$ cat src/rtl/exposure_sequencer.sv
// Frame controller for the pixel array: erase while idle, expose for a clamped
// latched time, then two row-readout phases with centred ADC strobes.
module exposure_sequencer #(
  parameter int EXP_W    = 5,
  parameter int EXP_MIN  = 2,
  parameter int EXP_MAX  = 30,
  parameter int RD_PHASE = 5
) (
  input  logic             clk,
  input  logic             reset,
  input  logic             init,
  input  logic [EXP_W-1:0] ex_time,
  output logic             erase,
  output logic             expose,
  output logic             nre_1,
  output logic             nre_2,
  output logic             adc,
  output logic             busy,
  output logic             done
);

  typedef enum logic [1:0] {IDLE, EXPOSE, READ1, READ2} state_t;

  localparam logic [EXP_W-1:0] MIN_L   = EXP_W'(EXP_MIN);
  localparam logic [EXP_W-1:0] MAX_L   = EXP_W'(EXP_MAX);
  localparam logic [EXP_W-1:0] PH_LAST = EXP_W'(RD_PHASE - 1);
  localparam logic [EXP_W-1:0] ADC_HI  = EXP_W'(RD_PHASE - 2);

  state_t           state_reg, state_next;
  logic [EXP_W-1:0] cnt_reg, cnt_next;
  logic [EXP_W-1:0] ex_clamped;
  logic             done_next;
  logic             adc_next;

  always_comb begin
    ex_clamped = ex_time;
    if (ex_time < MIN_L)
      ex_clamped = MIN_L;
    else if (ex_time > MAX_L)
      ex_clamped = MAX_L;
  end

  always_comb begin
    state_next = state_reg;
    cnt_next   = cnt_reg;
    done_next  = 1'b0;
    case (state_reg)
      IDLE: begin
        if (init) begin
          cnt_next   = ex_clamped;
          state_next = EXPOSE;
        end
      end
      EXPOSE: begin
        if (cnt_reg == EXP_W'(1)) begin
          cnt_next   = PH_LAST;
          state_next = READ1;
        end else begin
          cnt_next = cnt_reg - EXP_W'(1);
        end
      end
      READ1: begin
        if (cnt_reg == '0) begin
          cnt_next   = PH_LAST;
          state_next = READ2;
        end else begin
          cnt_next = cnt_reg - EXP_W'(1);
        end
      end
      READ2: begin
        if (cnt_reg == '0) begin
          state_next = IDLE;
          done_next  = 1'b1;
        end else begin
          cnt_next = cnt_reg - EXP_W'(1);
        end
      end
      default: state_next = IDLE;
    endcase
  end

  // The phase index counts up while cnt counts down; the strobe window is
  // symmetric, so it maps directly onto cnt in 1..RD_PHASE-2.
  assign adc_next = ((state_next == READ1) || (state_next == READ2)) &&
                    (cnt_next != '0) && (cnt_next <= ADC_HI);

  // Outputs are registered from the next state so they line up with it.
  always_ff @(posedge clk) begin
    if (reset) begin
      state_reg <= IDLE;
      cnt_reg   <= '0;
      erase     <= 1'b1;
      expose    <= 1'b0;
      nre_1     <= 1'b1;
      nre_2     <= 1'b1;
      adc       <= 1'b0;
      busy      <= 1'b0;
      done      <= 1'b0;
    end else begin
      state_reg <= state_next;
      cnt_reg   <= cnt_next;
      erase     <= (state_next == IDLE);
      expose    <= (state_next == EXPOSE);
      nre_1     <= (state_next != READ1);
      nre_2     <= (state_next != READ2);
      adc       <= adc_next;
      busy      <= (state_next != IDLE);
      done      <= done_next;
    end
  end

endmodule

$ cat config.mk
export PLATFORM = sky130hd
export DESIGN_NAME = exposure_sequencer
export DESIGN_NICKNAME = d
export VERILOG_FILES = /design/src/rtl/exposure_sequencer.sv
export SDC_FILE = /design/constraint.sdc
export NUM_CORES = 1
export LEC_CHECK = 0
export CORE_MARGIN = 2
export CORE_UTILIZATION = 40
export CTS_CLUSTER_DIAMETER = 50
export DETAILED_ROUTE_END_ITERATION = 12
export PLACE_DENSITY = 0.6
export SLEW_MARGIN = 20
export SYNTH_ARGS = -nofsm -noshare
export SYNTH_HDL_FRONTEND = slang
export SYNTH_SLANG_ARGS = --single-unit
$ cat constraint.sdc
create_clock -name clk -period 2.7 [get_ports clk]
set_input_delay 0.81 -clock clk [delete_from_list [all_inputs] [get_ports clk]]
set_output_delay 0.81 -clock clk [all_outputs]
set_load 0.05 [all_outputs]
* Yosys cells after proc, flatten, opt, wreduce, memory -nomap -nowiden
Index checks and enable logic that the tools add are counted.
** Cells by class
- $add $sub $neg :: 1
- Order comparisons :: 3
- Equality and inequality tests :: 9
- Mux-type cells :: 13
- Bitwise logic cells :: 1
- Reductions and logical operators :: 9
** Operators with widths (number)
- 5-bit 2-to-1 mux :: 6
- 5-bit one-hot mux with 4 select lines :: 1
- 2-bit == test (second input constant) :: 4
- 2-bit 2-to-1 mux :: 4
- 2-bit one-hot mux with 4 select lines :: 1
- 5-bit by 1-bit == test with 1-bit output (second input constant) :: 1
- 5-bit > comparator (second input constant) :: 1
- 5-bit by 2-bit less-or-equal comparator with 1-bit output (second input constant) :: 1
- 5-bit zero test :: 1
- 5-bit by 2-bit < comparator with 1-bit output (second input constant) :: 1
- 5-bit nonzero test :: 1
- 5-bit by 1-bit subtractor with 5-bit output (second input constant) :: 1
- 2-bit by 1-bit == test with 1-bit output (second input constant) :: 2
- 2-bit zero test :: 2
- 2-bit inequality test (second input constant) :: 2
- 1-bit logical AND :: 2
- 2-bit nonzero test :: 1
- 2-bit OR reduction :: 1
- 1-bit logical OR :: 1
- 1-bit 2-to-1 mux :: 1
- 1-bit inverter :: 1
** Storage, ports and cells
- Register bits after elaboration :: 14
- Input port bits :: 8
- Output and inout bits :: 7
- Logic and storage cells :: 45

* Depth between registers and ports, before layout
Gate-level depths: netlist (run 1).
- Depth in word-level cells :: 8
- Depth in mapped cells :: 9
- Depth with buffers taken out :: 9

* Least setup slack after synthesis (run 1)
Ideal clock, no wire load.
- Kind :: register to register
- From :: register cnt_reg[0]
- To :: register adc
- Library setup time :: 86 ps
- Data arrival time :: 1808 ps
- Required time :: 2614 ps
- Slack :: 806 ps
- Stages on the path, launching flop included :: 10
- Path buffers :: 0
- Period minus slack after synthesis :: 1894 ps
- Cell sequence :: dfxtp_1 -> inv_1 -> ha_1 -> nor4b_4 -> inv_2 -> ha_1 -> nand2b_1 -> o311ai_0 -> a2bb2oi_1 -> a221oi_2
** On the way
- Word-level cells in the longest chain between the ends :: 7
- Elaborated cells on any way between the ends :: 19
- Those cells by class :: add/sub: 1; order compare: 1; eq/ne: 3; mux: 9; reduce/logical: 5
** RTL lines
- start: declaration :: RTL line 30 : logic [EXP_W-1:0] cnt_reg, cnt_next;
- start signal: assignment :: RTL line 101 : cnt_reg <= cnt_next;
- branches (longest 6 deep; another with 5-bit by 1-bit subtractor with 5-bit output)
- 1-bit logical AND (*) :: RTL line 85 : (cnt_next != '0) && (cnt_next <= ADC_HI);
- end signal: assignment :: RTL line 106 : adc <= adc_next;
- end: declaration :: RTL line 17 : output logic adc,
Every way passes the cells marked *.
A chain may end at the register's enable or synchronous reset.

* Worst setup path after layout (run 1)
- From :: register nre_1
- To :: output nre_1
** RTL lines
- start: declaration :: RTL line 15 : output logic nre_1,
- start signal: assignment :: RTL line 104 : nre_1 <= (state_next != READ1);
No word-level cell between the ends.

==> reports/metrics.cfg, run 1 <==
[outcome]
status=complete, no violations

[synth]
ys_types=48
synth_nets=118
netlist_area_um2=933
yosys_warnings=0
synthFlopType=dfxtp_1
yosys_register_bits=14
synth-edff-count=0
async_flop_share_pct=0
ys_seq_area_share_pct=30.0
syn_inst=106
synth_area_per_cell_um2=8.81

[drt]
avgRoutedWirePerCell_um=13.2
firstDrtPassIters=4
drtAntennaViolNets=0
drc=0
routed_wl_um=1930
vias=834
vias_per_cell=5.71
drtIter0Drc=35

[floorplan]
io_pins=15
initial_core_util_pct=42.2
dieArea_mm2=0.00274
rows=17
core-area_mm2=0.00221
die-width_um=52.3
die_h_um=52.3

[grt]
grt_pass1_wl_um=3390
grt_max_degree=23
antenna_found_initial=0
grt_overflow_total=0
grt_pass1_vias=757
grt_use_total_pct=16.3

[sta]
layout_min_cycle_time_ps=2190
slew_violations=0
hold_viol_final=0
tns_ps=0
period_share_pct=81.2
fin_ws_ps=508
setup_violations=0
relSlewSlack_pct=56.2
finClkSkew_ps=3.63
rsz0062_at_grt=no
fmax_mhz=456
worstMarginPinSlew_ps=656

[critical_path]
r2r_cells=9
cp.required_ps=1890
cpLargestDelayFamily=buffers and inverters
r2r_end=adc
worstReg2RegStart=cnt_reg[0]
reg2reg_slack_ps=590
cp_slowest_cell=clkdlybuf4s50_1
crit_buf_inv=1
crit_path_end_kind=primary output
critical_path.max_fanout=1
cp-start-kind=register
cp.arrival_ps=1380
max_stage_delay_ps=790
crit_type=reg -> out
path_cells=clkdlybuf4s50_1

[cts]
cts_buffers=3
cts_hold_buf=0
path_clk_slew_ps=80
cts_tree=yes
h-tree-depth=1
cts-root-buf=clkbuf_4
clock-sinks=14
clock_path_buffers=2
cts_resized=0
cts_setup_buffers=0
insertion_delay_ps=280

[pwr]
worst_ir_drop_vdd_mv=0.401
power.total_uw=653
p_leak_nw=0.403
power_density_mw_per_mm2=602

[layout]
largest_reg_flops=5
drive_above_1_share_pct=12.7
synthToLayoutAreaGrowth_pct=16.2
nets=131
stdcell_count=146
diodes=0
nFillCells=216

[placed_design]
portBuffers=14
detailed_place_hpwl_um=1490
dp_slack_ps=348
gp_congestion=0.849
dp_cells=142

[hold_path]
hold_path.class=reg -> reg
hold_depth=2
hold_end=nre_1
worstHoldStart=state_reg[0]

[flow_run]
cap_violations=0

[cell families after synthesis]
group	synth area share [%]
mux	1.21
flops	30.0
xor+xnor	2.82
fa+ha+maj	5.36
buf+inv	10.1
compound gates	21.9
simple gates	28.7
[routing by layer]
| layer | up-vias | part of all wire [%] | track usage [%] |
|---|---|---|---|
| met5 | - | 0 | 0 |
| met4 | 0 | 0 | 4.27 |
| met3 | 0 | 5.3 | 4.29 |
| met2 | 19 | 48 | 26.5 |
| met1 | 398 | 46 | 21.2 |
| li1 | 417 | - | - |
[cell usage in the layout (no fill, tap or decap), types with 2 or more instances in the layout]
cell              n
dfxtp_1          14
clkdlybuf4s50_1  14
nor2_1           12
inv_1             6
nand2_1           5
o21ai_0           4
ha_1              4
nor2b_1           3
a21oi_1           3
nand2b_1          3
nand4_1           3
a2bb2oi_1         3
nand3_1           3
xnor2_1           3
clkbuf_4          3
a31oi_1           2
nor3b_1           2
[final cells by class]
class                           instances  area (um2)  area share [%]
Multi-Input combinational cell         78         559            51.6
Sequential cell                        14         280            25.8
Timing Repair Buffer                   15         148            13.6
Clock buffer                            4        36.3            3.34
Tap cell                               28        35.0            3.23
Inverter                                7        26.3            2.42
[through the flow]
step / area [um2] / hold slack (ps) / utilization [%]
global placement: 1050 / 727 / 47.4
detailed placement: 1050 / 726 / 47.4
finish: 1080 / 728 / 49.0
floorplan: 933 / 581 / -
CTS: 1080 / 733 / 49.0
global route: 1080 / 795 / 49.0
[synthesized netlist by cell type, drive strengths merged (2+ instances only)]
cell     count  area [um2]
ha           4        50.1
nor2b        3        18.8
nand4        3        18.8
inv          7        26.3
and3         2        13.8
o21ai        4        20.0
nor4b        2        32.5
a21oi        3        15.0
a2bb2oi      3        26.3
xnor2        3        26.3
dfxtp       14         280
nor3b        2        15.0
nor2        12        45.0
nand3        3        15.0
nand2b       3        18.8
a31oi        2        12.5
nand2        5        18.8
buf          2        18.8
nor3         2        15.0
clkbuf       5        48.8
[report_power, final]
part           internal (mW)  switching (mW)  total, mW
clock network         0.0820          0.0650      0.147
registers              0.227          0.0365      0.263
logic                  0.114           0.129      0.243
[worst max-delay path by stage]
stage,startpoint,end,cells after the start
3_5_place_dp,init,busy,5
3_3_place_gp,init,busy,5
5_1_grt,cnt_reg[0],adc,9
6_report,nre_1,nre_1,1
4_1_cts,nre_1,nre_1,1
2_1_floorplan,cnt_reg[0],adc,9
[worst reg2reg max path, stage by stage (launching register included)]
cell,delay (ps)
dfxtp_1,360
inv_1,140
ha_1,200
nor4b_4,260
inv_2,120
ha_1,280
nand2b_1,130
o311ai_0,120
a2bb2oi_1,150
a221oi_2,250
Note: power is estimated with default switching activity, not from simulation.
==> run 2, diff against run 1 <==
- clock period: 2.7 -> 2.2 ns (I/O delays scaled with it)
==> reports/metrics.cfg, run 2 (synthesis results as in run 1) <==
[outcome]
status=complete, no violations

[layout]
largest_reg_flops=5  ; unchanged
final_cell_mix=14 x dfxtp_1, 14 x clkdlybuf4s50_1, 12 x nor2_1
diodes=0  ; unchanged
drive_above_1_share_pct=16.9  ; +4.2 points
synthToLayoutAreaGrowth_pct=20.4
nets=138  ; +5.3%

[sta]
tns_ps=0  ; unchanged
fin_ws_ps=155  ; -354 ps
fmax_mhz=489
setup_violations=0  ; unchanged
worstMarginPinSlew_ps=654  ; -1.84 ps
period_share_pct=93.0
holdWs_ps=737  ; +9.57 ps
slew_violations=0  ; unchanged
rsz0062_at_grt=no
hold_viol_final=0  ; unchanged
finClkSkew_ps=6.21  ; +2.58 ps
relSlewSlack_pct=56.3  ; +0.12 points
layout_min_cycle_time_ps=2050

[cts]
cts_setup_buffers=0  ; unchanged
clock_path_buffers=2  ; unchanged
h-tree-depth=1  ; unchanged
insertion_delay_ps=280  ; about the same
cts_tree=yes
path_clk_slew_ps=80  ; about the same
cts_resized=0  ; unchanged
clock-sinks=14  ; unchanged
cts-root-buf=clkbuf_4
cts_hold_buf=0  ; unchanged
cts_buffers=3  ; unchanged

[critical_path]
max_stage_delay_ps=790  ; about the same
crit_path_end_kind=primary output
cp-start-kind=register
crit_type=reg -> out
cp.required_ps=1540  ; -350 ps
critical_path.max_fanout=1  ; unchanged
cpLargestDelayFamily=buffers and inverters
cp.arrival_ps=1390  ; about the same
path_cells=clkdlybuf4s50_1
cp_slowest_cell=clkdlybuf4s50_1
crit_buf_inv=1  ; unchanged

[floorplan]
die-width_um=52.3  ; unchanged
dieArea_mm2=0.00274  ; unchanged
io_pins=15  ; unchanged
initial_core_util_pct=42.2  ; unchanged
die_h_um=52.3  ; unchanged
rows=17  ; unchanged
core-area_mm2=0.00221  ; unchanged

[pwr]
internal_power_uw=501  ; +18%
p_leak_nw=0.430  ; +6.7%
share_seq_of_total_power_pct=39.9  ; -0.4 points
worst_ir_drop_vdd_mv=0.443  ; +11%
combPwrFrac_pct=42.5  ; +5.3 points
power_density_mw_per_mm2=705  ; +17%
p_sw_share_pct=36.8  ; +1.5 points
p_switching_uw=291  ; +26%
clkPwrFrac_pct=17.6  ; -4.9 points

[grt]
use_met2_pct=26.0  ; -0.42 points
gr-max-usage-layer=met1
grtUsageMet1_pct=28.1  ; +6.9 points
grt_pass1_vias=755  ; -0.26%
grt_pass1_wl_um=3740  ; +10%
grt_overflow_total=0  ; unchanged
antenna_found_initial=0  ; unchanged
grt_max_degree=23  ; unchanged
grt_use_total_pct=18.8  ; +2.5 points
grt_use_met3_pct=5.14  ; +0.86 points

[placed_design]
gp_congestion=0.964  ; +14%
dp_slack_ps=142  ; -207 ps
detailed_place_hpwl_um=1600  ; +7.4%
portBuffers=14  ; unchanged

[drt]
avgRoutedWirePerCell_um=14.1  ; +6.6%
firstDrtPassIters=4  ; unchanged
drtIter0Drc=24  ; -31%
drc=0  ; unchanged
vias_per_cell=5.70  ; -0.26%
drtAntennaViolNets=0  ; unchanged
routed_wl_um=2140  ; +11%
vias=866  ; +3.8%

[hold_path]
hold_path.class=reg -> reg

[flow_run]
cap_violations=0  ; unchanged

==> run 2: area by class of cell <==
cell class              count  area [um2]
flip-flops and latches     14         280
well taps                  28        35.0
inverters                   7        26.3
clock buffers               3        22.5
multi-input cells          78         559
fillers                   215        1090
repair buffers             22         200
==> run 2: path summary, 6_finish.rpt <==
| check | end | from | slack, ps | cells past startpoint |
|---|---|---|---|---|
| max | adc | adc | 150 | 1 |
| max reg2reg | adc | cnt_reg[1] | 210 | 9 |
| min | nre_1 | state_reg[0] | 740 | 2 |
| min reg2reg | nre_1 | state_reg[0] | 740 | 2 |
==> run 2: power by group through the flow <==
stage,clock [mW],combinational (mW),sequential (mW)
after floorplan,0,0.227,0.330
after global placement,0,0.334,0.321
after detailed placement,0,0.332,0.321
after CTS,0.144,0.335,0.315
after global routing,0.155,0.368,0.322
final,0.139,0.337,0.316
==> run 2: worst min-delay path: cells and delay by family, from the launching register on <==
family	cells	cell delay, ps
flops	1	480
simple gates	1	170
compound gates	1	60
==> run 2: metrics by stage <==
step	utilization, %	cell area [um2]	total power [mW]	cells
final	50.8	1120	0.792	152
after floorplan	-	933	0.557	106
after CTS	50.8	1120	0.794	152
after detailed placement	49.8	1100	0.653	149
after global routing	50.8	1120	0.845	152
after global placement	49.8	1100	0.655	149
==> run 2: routing by layer <==
layer  up-vias  share of wire [%]
met2        33                 44
met4         0                1.4
met5         -                  0
met3         4                8.4
met1       400                 46
li1        429                  -
